$ cat src/rtl/spi_reg_responder.sv
// spi_reg_responder
//   SPI mode-0 target emulating a 16 x 8 peripheral register bank. The serial
//   lines are oversampled in the clk125 domain. 16-bit frames are decoded:
//   R/W bit, 7-bit address, then 8 data bits, all MSB first.
//
// Ports
//   clk125, rst        system clock; synchronous active-high reset
//   SPI_CSN/SCK/SDI    serial inputs from the master (asynchronous)
//   SPI_SDO            registered serial read data, MSB first
//   host_addr          parallel read address into the bank
//   host_rdata         registered bank[host_addr], 1-cycle latency
//   wr_stb             1-cycle pulse when a serial write commits
//   wr_addr, wr_data   address/data of the last committed write
//   frame_err          1-cycle pulse on a frame that is not exactly 16 bits
//   busy               frame in progress
//
// state   | meaning
// --------+---------------------------------------------------------------
// WAIT_HI | after reset; wait for CSN high so a partial frame is ignored
// IDLE    | CSN high; wait for CSN low
// CMD     | shifting R/W + address bits
// DATA    | shifting data bits in, read data out on SCK falls
// CHECK   | one cycle; commit the write or flag a frame error

module spi_reg_responder #(
  parameter int             DW      = 8,
  parameter int             AW      = 7,
  parameter int             NREG    = 16,
  parameter logic [DW-1:0]  RST_VAL = '0
) (
  input  logic          clk125,
  input  logic          rst,
  input  logic          SPI_CSN,
  input  logic          SPI_SCK,
  input  logic          SPI_SDI,
  output logic          SPI_SDO,
  input  logic [3:0]    host_addr,
  output logic [DW-1:0] host_rdata,
  output logic          wr_stb,
  output logic [AW-1:0] wr_addr,
  output logic [DW-1:0] wr_data,
  output logic          frame_err,
  output logic          busy
);

  localparam int CMD_BITS   = 1 + AW;
  localparam int FRAME_BITS = 1 + AW + DW;
  localparam int CW         = $clog2(FRAME_BITS + 2);
  localparam int IW         = $clog2(NREG);

  localparam logic [CW-1:0] CNT_CMD_LAST = CW'(CMD_BITS - 1);
  localparam logic [CW-1:0] CNT_CMD      = CW'(CMD_BITS);
  localparam logic [CW-1:0] CNT_FRAME    = CW'(FRAME_BITS);
  localparam logic [CW-1:0] CNT_SAT      = CW'(FRAME_BITS + 1);
  localparam logic [AW-1:0] NREG_A       = AW'(NREG);

  typedef enum logic [2:0] {
    S_WAIT_HI,
    S_IDLE,
    S_CMD,
    S_DATA,
    S_CHECK
  } state_t;

  state_t r_state;
  state_t w_state_nxt;

  logic r_csn_s1, r_csn_s;
  logic r_sck_s1, r_sck_s, r_sck_d;
  logic r_sdi_s1, r_sdi_s;
  logic [1:0] r_sync_vld;

  logic [CW-1:0] r_bit_cnt;
  logic [AW-1:0] r_cmd_sr;
  logic [DW-1:0] r_data_sr;
  logic [DW-1:0] r_tx_sr;
  logic          r_rw;
  logic [AW-1:0] r_addr;
  logic          r_sdo;
  logic          r_wr_stb;
  logic          r_frame_err;
  logic [AW-1:0] r_wr_addr;
  logic [DW-1:0] r_wr_data;
  logic [DW-1:0] r_host_rdata;
  logic [DW-1:0] r_bank [NREG];

  logic            w_sck_rise;
  logic            w_sck_fall;
  logic [AW:0]     w_cmd_nxt;
  logic            w_tx_window;

  assign w_sck_rise  = r_sck_s & ~r_sck_d;
  assign w_sck_fall  = ~r_sck_s & r_sck_d;
  // Command byte as it stands once the current SDI sample is shifted in.
  assign w_cmd_nxt   = {r_cmd_sr, r_sdi_s};
  assign w_tx_window = (r_bit_cnt >= CNT_CMD) && (r_bit_cnt < CNT_FRAME);

  // Input synchronizers. r_sync_vld marks when r_csn_s has really sampled
  // the pin after reset, so WAIT_HI does not trust the reset value of CSN.
  always_ff @(posedge clk125) begin
    if (rst) begin
      r_csn_s1   <= 1'b1;
      r_csn_s    <= 1'b1;
      r_sck_s1   <= 1'b0;
      r_sck_s    <= 1'b0;
      r_sck_d    <= 1'b0;
      r_sdi_s1   <= 1'b0;
      r_sdi_s    <= 1'b0;
      r_sync_vld <= 2'b00;
    end else begin
      r_csn_s1   <= SPI_CSN;
      r_csn_s    <= r_csn_s1;
      r_sck_s1   <= SPI_SCK;
      r_sck_s    <= r_sck_s1;
      r_sck_d    <= r_sck_s;
      r_sdi_s1   <= SPI_SDI;
      r_sdi_s    <= r_sdi_s1;
      r_sync_vld <= {r_sync_vld[0], 1'b1};
    end
  end

  always_ff @(posedge clk125) begin
    if (rst) r_state <= S_WAIT_HI;
    else     r_state <= w_state_nxt;
  end

  always_comb begin
    w_state_nxt = r_state;
    case (r_state)
      S_WAIT_HI: if (r_sync_vld[1] && r_csn_s) w_state_nxt = S_IDLE;
      S_IDLE:    if (!r_csn_s) w_state_nxt = S_CMD;
      S_CMD: begin
        if (r_csn_s)
          w_state_nxt = S_CHECK;
        else if (w_sck_rise && (r_bit_cnt == CNT_CMD_LAST))
          w_state_nxt = S_DATA;
      end
      S_DATA:    if (r_csn_s) w_state_nxt = S_CHECK;
      S_CHECK:   w_state_nxt = S_IDLE;
      default:   w_state_nxt = S_WAIT_HI;
    endcase
  end

  // A SCK rise seen together with CSN high is still counted because the
  // shift logic below acts on the rise regardless of the state change.
  always_ff @(posedge clk125) begin
    if (rst) begin
      r_bit_cnt    <= '0;
      r_cmd_sr     <= '0;
      r_data_sr    <= '0;
      r_tx_sr      <= '0;
      r_rw         <= 1'b0;
      r_addr       <= '0;
      r_sdo        <= 1'b0;
      r_wr_stb     <= 1'b0;
      r_frame_err  <= 1'b0;
      r_wr_addr    <= '0;
      r_wr_data    <= '0;
      r_host_rdata <= '0;
      for (int i = 0; i < NREG; i++) r_bank[i] <= RST_VAL;
    end else begin
      r_wr_stb     <= 1'b0;
      r_frame_err  <= 1'b0;
      // Sampled before any commit this cycle: a read of the register being
      // written returns the old value now and the new value next cycle.
      r_host_rdata <= r_bank[host_addr];
      if (r_state != S_DATA) r_sdo <= 1'b0;

      case (r_state)
        S_IDLE: r_bit_cnt <= '0;
        S_CMD: begin
          if (w_sck_rise) begin
            r_cmd_sr  <= w_cmd_nxt[AW-1:0];
            r_bit_cnt <= r_bit_cnt + 1'b1;
            if (r_bit_cnt == CNT_CMD_LAST) begin
              r_rw    <= w_cmd_nxt[AW];
              r_addr  <= w_cmd_nxt[AW-1:0];
              r_tx_sr <= (w_cmd_nxt[AW-1:0] < NREG_A) ?
                         r_bank[w_cmd_nxt[IW-1:0]] : '0;
            end
          end
        end
        S_DATA: begin
          if (w_sck_rise) begin
            r_data_sr <= {r_data_sr[DW-2:0], r_sdi_s};
            if (r_bit_cnt != CNT_SAT) r_bit_cnt <= r_bit_cnt + 1'b1;
          end
          if (w_sck_fall && w_tx_window) begin
            r_sdo   <= r_tx_sr[DW-1];
            r_tx_sr <= {r_tx_sr[DW-2:0], 1'b0};
          end
        end
        S_CHECK: begin
          if (r_bit_cnt == CNT_FRAME) begin
            if (!r_rw) begin
              r_wr_stb  <= 1'b1;
              r_wr_addr <= r_addr;
              r_wr_data <= r_data_sr;
              if (r_addr < NREG_A) r_bank[r_addr[IW-1:0]] <= r_data_sr;
            end
          end else begin
            r_frame_err <= 1'b1;
          end
        end
        default: ;
      endcase
    end
  end

  assign SPI_SDO    = r_sdo;
  assign host_rdata = r_host_rdata;
  assign wr_stb     = r_wr_stb;
  assign wr_addr    = r_wr_addr;
  assign wr_data    = r_wr_data;
  assign frame_err  = r_frame_err;
  assign busy       = (r_state != S_IDLE) && (r_state != S_WAIT_HI);

endmodule

$ cat config.mk
export PLATFORM = sky130hd
export DESIGN_NAME = spi_reg_responder
export DESIGN_NICKNAME = d
export VERILOG_FILES = /design/src/rtl/spi_reg_responder.sv
export SDC_FILE = /design/constraint.sdc
export NUM_CORES = 1
export LEC_CHECK = 0
export CAP_MARGIN = 20
export CORE_ASPECT_RATIO = 0.8
export CORE_MARGIN = 5
export CORE_UTILIZATION = 30
export CTS_CLUSTER_DIAMETER = 30
export DETAILED_ROUTE_END_ITERATION = 6
export DONT_BUFFER_PORTS = 1
export PLACE_DENSITY = 0.55
export SKIP_LAST_GASP = 1
export SLEW_MARGIN = 10
export SYNTH_ARGS = -nofsm -noshare
export SYNTH_HDL_FRONTEND = slang
export SYNTH_SLANG_ARGS = --single-unit
export TNS_END_PERCENT = 10
$ cat constraint.sdc
create_clock -name clk125 -period 6.3 [get_ports clk125]
set_clock_uncertainty 0.05 [all_clocks]
set_input_delay 0.945 -clock clk125 [delete_from_list [all_inputs] [get_ports clk125]]
set_output_delay 0.945 -clock clk125 [all_outputs]
set_load 0.01 [all_outputs]
---- After elaboration in Yosys (flattened, before gate mapping) ----
Memory sizes are Yosys's and may differ from the RTL's. A register that Yosys moved wholly into a read port is not among the register bits.
Index checks and enable logic that the tools add are counted.
operators by class
  $add $sub $neg .......................... 1
  order comparisons ....................... 4
  equality and inequality tests ........... 18
  mux-type cells .......................... 32
  bitwise logic cells ..................... 7
  reduce and logical (&&, ||, !) cells .... 19
operators by type and width
  kind                 count
  $mux 8               5
  $ne 2x2->1 const B   8
  $pmux 8 s2           1
  $mux 1               15
  $mux 3               5
  $mux 5               3
  $pmux 3 s5           1
  $pmux 5 s3           1
  $lt 7x5->1 const B   2
  $reduce_and 4->1     3
  $reduce_or 8->1      1
  $eq 3x2->1 const B   2
  $reduce_and 3->1     2
  $reduce_bool 3->1    2
  $add 5x1->5 const B  1
  $eq 5x3->1 const B   1
  $eq 5x5->1 const B   1
  $ge 5x4->1 const B   1
  $logic_and 1x1->1    5
  $lt 5x5->1 const B   1
  $ne 5x5->1 const B   1
  $not 1->1            5
  $mux 4               1
  $reduce_and 2->1     2
  10 further kinds     11
storage, ports and cells
  bits in registers ....................... 66
  RAM bits ................................ 128
  input bits .............................. 9
  output and inout bits ................... 27
  word-level logic and storage cells ...... 103
  memories kept ........................... 1
memory list
  name    depth  width  read ports  clocked after memory_dff  write ports  RTL line  text
  r_bank  16     8      2           1                         16           85        logic [DW-1:0] r_bank [NREG];

---- Longest topological paths before layout ----
Gate-level depths: netlist (run 1).
  depth after elaboration ................. 9
  mapped depth ............................ 9
  mapped depth without buffers ............ 7

---- Least setup slack after synthesis (run 1) ----
OpenSTA, ideal clock, no wires.
  kind .................................... input to register
  from .................................... in rst
  to ...................................... mem r_bank[0][0] (enable)
  setup time .............................. 0.387 ns
  data arrival time ....................... 2.594 ns
  data required time ...................... 5.863 ns
  setup slack ............................. 3.269 ns
  stages on the path ...................... 6
  path buffers ............................ 2
  cell sequence ........................... clkbuf_1 -> nor4_1 -> nand3_1 -> or3_1 -> buf_2 -> o31ai_1
RTL lines
  what             RTL line  text
  start, declared  32        input logic rst,
  end, declared    85

==> impl_results.md, run 1 <==
* Status: completed
* HP Class: flip-flop to flip-flop
* WHS Path Cells at 1
* Worst EP required at 6.47 ns
* Final setup fails at 0
* Clock sinks at 202
* Row count at 57
* Avg WL per Cell at 22.3 µm
* Vias in the first global route at 6111
* TritonCTS clock tree: yes
* Largest net degree at the start of global routing at 62
* Unique masters post-synth at 42
* Die Ht at 168 µm
* Syn Nets at 747
* RSZ-0062 raised after global routing: false
* Clock Path Buffers at 3
* EDFF count, synth at 128
* Internal at 3.15 mW
* Final slew viol count at 0
* H-tree depth at 2
* Peak supply drop at 0.000191 V
* RR Startpoint: r_state[1]$_SDFFE_PP0P_
* Register area share after synthesis at 57.1%
* Post-CTS sizing at 0
* Die area at 34800 µm²
* Worst-path fanout max at 36
* Number of synthesized register bits at 202
* Via count at 6287
* Ranking of synthesized cells by area: edfxtp_1, mux4_2, dfxtp_1
* Post-layout util at 37.0%
* Hpwl dp at 18500 µm
* Top_reg_cell synth: edfxtp_1
* PwrDens at 353 nW/µm²
* Peak Freq at 0.311 GHz
* # DRC at 0
* Worst skew pair latency at 0.52 ns
* Die width at 207 µm
* Critical Path Max Stage Delay at 0.76 ns
* DR iter-0 viols at 755
* Dpl cell area at 9720 µm²
* Combinational power share at 3.7%
* Io pins at 36
* Setup bufs post-CTS at 0
* Nets at 763
* Overall Global Routing Usage at 15.1%
* Root cell of the clock tree: clkbuf_16
* Hold wc startpoint: r_csn_s1$_SDFF_PP1_
* Gpl congestion at 0.867
* Dominant cell type by area after synthesis: edfxtp_1
* Num CTS Buffers at 44
* Worst Max-Slew Pin Slew at 0.906 ns
* Hold Path End: r_csn_s$_SDFF_PP1_
* Switching part of the total at 20.8%
* Crit start category: flip-flop
* GR Overflow Total at 0
* Post-synth top area share at 41.2%
* CTS Hold Bufs at 0
* CP endpoint kind: flip-flop
* Fillers at 2926
* Final TNS setup at 0 ns
* Max-Cap Viols at 0
* Clock-pin slew on the worst setup and hold paths at 0.05 ns
* Initial Util at 30.6%
* Final hold vios at 0
* Syn Area/Cell at 12.7 µm²
* Clock power share at 58.7%
* Core area at 30500 µm²
* Register Area at 5330 µm²
* Initial DRT Pass Iterations at 6
* Ys async rst share at 0%
* R2R Setup Slk at 3.08 ns
* Reg2reg end: r_bank[2][2]$_SDFFCE_PN0P_
* Diode count at 0
* Global-route wire length before repair at 39900 µm
* Footprint of the multi-input gates at 3730 µm²
* Crit path DAT at 3.39 ns
* Clock period minus final worst setup slack at 3.22 ns
* Port bufs at 0
* Most common cell in the netlist: nor2_1
* WS Path Type: flip-flop to flip-flop
* Slowest CP cell: nor4b_4
* Routed Antenna Nets at 0
* Static leakage at 3.51 nW
* Area added between synthesis and finish at 20.9%
* Yosys warns at 0
* CP Cell Sequence: nor4b_4 -> nand3_1 -> or3_1 -> buf_4 -> o21ai_0 -> clkbuf_2
* Synth Cell Area at 9330 µm²
* Reg power frac at 37.7%
* Initial antenna violation count at 1
* Most frequent cells after synthesis: nor2_1, edfxtp_1, dfxtp_1
* Mapped Cells at 735
* Crit share post-route at 51.1%
* Routed WL at 26700 µm
* Design area at 11300 µm²
* Max-slew headroom at 39.5%
* Vias per std cell at 5.25
* Switching power at 830 µW
* Share of cells above drive strength 1 at 23.7%
* Worst reg-to-reg path cell count at 6
flip-flops by register name, summed over array words and instances (netlist names), 2 cells and up:
signal,count
host_rdata,8
r_addr,7
r_bank,128
r_bit_cnt,5
r_cmd_sr,7
r_data_sr,8
r_state,3
r_sync_vld,2
r_tx_sr,8
wr_addr,7
wr_data,8
stage by stage:
step                      total power, mW  setup slack [ns]  hold WS (ns)  cells
after floorplan                      1.63              3.27         0.339    735
after global placement               1.66              3.01         0.353   1110
after detailed placement             1.66              2.90         0.357   1110
after CTS                            4.01              2.87         0.385   1190
after global routing                 4.10              2.89         0.396   1198
final                                3.98              3.08         0.375   1198
worst max-delay path by stage:
stage / depth (start not counted) / endpoint / start
CTS: 5 / r_bank[2][4]$_SDFFCE_PN0P_ / r_state[1]$_SDFFE_PP0P_
floorplan: 6 / r_bank[0][0]$_SDFFCE_PN0P_ / rst
finish: 6 / r_bank[2][2]$_SDFFCE_PN0P_ / r_state[1]$_SDFFE_PP0P_
detailed placement: 5 / r_bank[3][3]$_SDFFCE_PN0P_ / r_state[1]$_SDFFE_PP0P_
global route: 6 / r_bank[2][2]$_SDFFCE_PN0P_ / r_state[1]$_SDFFE_PP0P_
global placement: 5 / r_bank[3][3]$_SDFFCE_PN0P_ / r_state[1]$_SDFFE_PP0P_
layout by cell type, fill, tap and decap left out, drive strengths merged, types with 2 or more instances in the layout:
master,instances
a211oi,3
a21o,2
a21oi,18
a221oi,5
a22oi,18
and2,11
buf,19
bufinv,7
clkbuf,55
clkinv,16
clkinvlp,6
dfxtp,74
edfxtp,128
ha,3
inv,7
mux2i,25
mux4,72
nand2,56
nand2b,4
nand3,20
nor2,169
nor2b,11
nor3,9
nor4,2
nor4bb,3
o21ai,17
o31ai,4
or2,6
xnor2,5
worst max-delay path: cells and delay by family, from the launching register on:
kind	cells	cell delay [ns]
AND/OR/NAND/NOR	3	1.34
AO/OA/AOI/OAI	1	0.56
buffers and inverters	2	0.54
flip-flops	1	0.43
power by group through the flow:
stage	registers, mW	clock network, mW	logic, mW
final	1.50	2.34	0.146
after detailed placement	1.52	0	0.142
after floorplan	1.50	0	0.127
after CTS	1.50	2.37	0.143
after global placement	1.52	0	0.142
after global routing	1.50	2.44	0.154
kinds of logic (layout without fill, tap and decap cells):
| logic type | count (synthesis) | in the layout | synth area share (%) |
|---|---|---|---|
| buf+inv | 60 | 110 | 3.16 |
| mux | 97 | 97 | 20.1 |
| fa+ha+maj | 3 | 3 | 0.402 |
| simple gates | 298 | 298 | 14.0 |
| compound gates | 70 | 70 | 4.81 |
| flops | 202 | 202 | 57.1 |
| xor+xnor | 5 | 5 | 0.469 |
layout make-up:
class                   instances  share of cell area, %
multi-input cells             473                   33.1
flip-flops and latches        202                   47.2
clock buffers                  49                   10.3
clock inverters                31                   3.15
repair buffers                 25                   1.49
well taps                     413                   4.58
inverters                       5                  0.166
per-layer routing:
layer / vias up / wire length [µm] / global-route usage [%]
li1: 2773 / - / -
met5: - / 17 / 0
met2: 313 / 11100 / 20.8
met3: 42 / 3190 / 5.84
met4: 2 / 351 / 3.42
met1: 3157 / 12000 / 22.2
No activity file was read; power rests on OpenSTA's default activity.
==> run 2: changes to the inputs <==
==> constraint.sdc (replaced) <==
create_clock -name clk125 -period 3.05 [get_ports clk125]
set_clock_uncertainty 0.05 [all_clocks]
set_input_delay 0.4575 -clock clk125 [delete_from_list [all_inputs] [get_ports clk125]]
set_output_delay 0.4575 -clock clk125 [all_outputs]
set_load 0.01 [all_outputs]
==> impl_results.md, run 2 (synthesis results as in run 1) <==
* Clock-pin slew on the worst setup and hold paths at 0.05 ns
* Avg WL per Cell at 22.3 µm
* Dpl cell area at 9890 µm²
* Fin worst setup slack at 0.592 ns
* Worst reg-to-reg path cell count at 7
* Clock Path Buffers at 3
* Setup WS pre-CTS at 0.565 ns
* CTS Hold Bufs at 3
* DR iter-0 viols at 715
* Diode count at 0
* Static leakage at 3.58 nW
* Vias per std cell at 5.21
* Worst skew pair latency at 0.51 ns
* Nets at 779
* HP Class: input pin to flip-flop
* Reg with most FFs: r_bank
* CP endpoint kind: flip-flop
* Largest net degree at the start of global routing at 57
* Critical Path End: r_bank[3][1]$_SDFFCE_PN0P_
* Worst Setup SP: r_bit_cnt[1]$_SDFFE_PP0P_
* Routed Antenna Nets at 0
* Post-CTS sizing at 0
* PwrDens at 705 nW/µm²
* Clock period minus final worst setup slack at 2.46 ns
* Port bufs at 0
* Most frequent cells in the layout: nor2_1, edfxtp_1, dfxtp_1
* Initial Util at 30.6%
* Core area at 30500 µm²
* # DRC at 0
* Global-route wire length before repair at 40800 µm
* RSZ-0062 raised after global routing: false
* Most common cell after layout, fill and taps aside: nor2_1
* Io pins at 36
* Gpl congestion at 0.847
* RR Startpoint: r_bit_cnt[1]$_SDFFE_PP0P_
* Worst-path fanout max at 6
* Fillers at 2942
* Final setup fails at 0
* Num CTS Buffers at 45
* Area added between synthesis and finish at 21.9%
* Overall Global Routing Usage at 15.3%
* Die Ht at 168 µm
* Final slew viol count at 0
* Max-slew headroom at 39.7%
* Max reg flops at 128
* Status: completed
* GR Overflow Total at 0
* CP Cell Sequence: inv_1 -> ha_1 -> nor4bb_4 -> nand3_1 -> or3_1 -> o21ai_0 -> buf_4
* Peak Freq at 0.407 GHz
* Die width at 207 µm
* Initial DRT Pass Iterations at 5
* Max-Cap Viols at 0
* Peak supply drop at 0.000311 V
* Buffers & Inverters on Critical Path at 2
* Design area at 11400 µm²
* Critical path's top delay family: simple AND/OR/NAND/NOR gates
* Via count at 6312
* Crit share post-route at 80.6%
* WS Path Type: flip-flop to flip-flop
* Hpwl dp at 19300 µm
* Crit start category: flip-flop
* Reg2reg end: r_bank[3][1]$_SDFFCE_PN0P_
* Die area at 34800 µm²
* Crit. path cell count at 7
* Root cell of the clock tree: clkbuf_16
* Final hold vios at 0
* Final TNS setup at 0 ns
* Clock sinks at 202
* Slowest CP cell: or3_1
* Routed WL at 27000 µm
* Worst EP required at 3.22 ns
* R2R Setup Slk at 0.59 ns
* TritonCTS clock tree: yes
* Worst Max-Slew Pin Slew at 0.902 ns
* Setup bufs post-CTS at 0
* Row count at 57
* Crit path DAT at 2.63 ns
* Power consumption at 8.02 mW
* Initial antenna violation count at 0
* Vias in the first global route at 6271
* H-tree depth at 2
* Share of cells above drive strength 1 at 24.3%
* Critical Path Max Stage Delay at 0.43 ns
run 2: layer usage:
| metal | GRT usage (%) | part of all wire [%] | up-vias |
|---|---|---|---|
| li1 | - | - | 2791 |
| met1 | 22.9 | 45 | 3127 |
| met2 | 21.2 | 42 | 345 |
| met3 | 5.39 | 11 | 47 |
| met4 | 3.59 | 1.7 | 2 |
| met5 | 1.38 | 0.26 | - |
run 2: worst min path at each step:
stage,depth (start not counted),slack [ns],end,from
after detailed placement,1,0.35,r_csn_s$_SDFF_PP1_,r_csn_s1$_SDFF_PP1_
after floorplan,1,0.34,r_csn_s$_SDFF_PP1_,r_csn_s1$_SDFF_PP1_
final,1,0.02,r_tx_sr[4]$_SDFFE_PP0P_,rst
after global routing,1,0.03,r_tx_sr[4]$_SDFFE_PP0P_,rst
after global placement,1,0.37,r_csn_s$_SDFF_PP1_,r_csn_s1$_SDFF_PP1_
after CTS,1,0.005,r_tx_sr[4]$_SDFFE_PP0P_,rst
run 2: worst register-to-register path, cell delays in order (launching register included):
cell and delay, ns:
dfxtp_1 0.34, inv_1 0.09, ha_1 0.15, nor4bb_4 0.31, nand3_1 0.16, or3_1 0.43, o21ai_0 0.40, buf_4 0.24
run 2: final cells by class:
cell class                      instances  area [µm²]  area share [%]
Clock buffer                           56        1230            10.8
Clock inverter                         22         221            1.95
Tap cell                              413         517            4.54
Timing Repair Buffer                   40         330            2.90
Sequential cell                       202        5330            46.8
Inverter                                5        18.8           0.165
Multi-Input combinational cell        473        3730            32.8
run 2: metrics by stage:
stage	hold WS [ns]	utilization, %	instances
after floorplan	0.339	-	735
final	0.0178	37.3	1211
after detailed placement	0.353	32.4	1130
after global routing	0.0312	37.3	1211
after CTS	0.00500	37.3	1211
after global placement	0.368	32.4	1130
run 2: power by group:
group	total (mW)	internal [mW]	switching, mW
registers	3.10	3.02	0.0821
logic	0.324	0.187	0.138
clock network	4.60	3.15	1.45
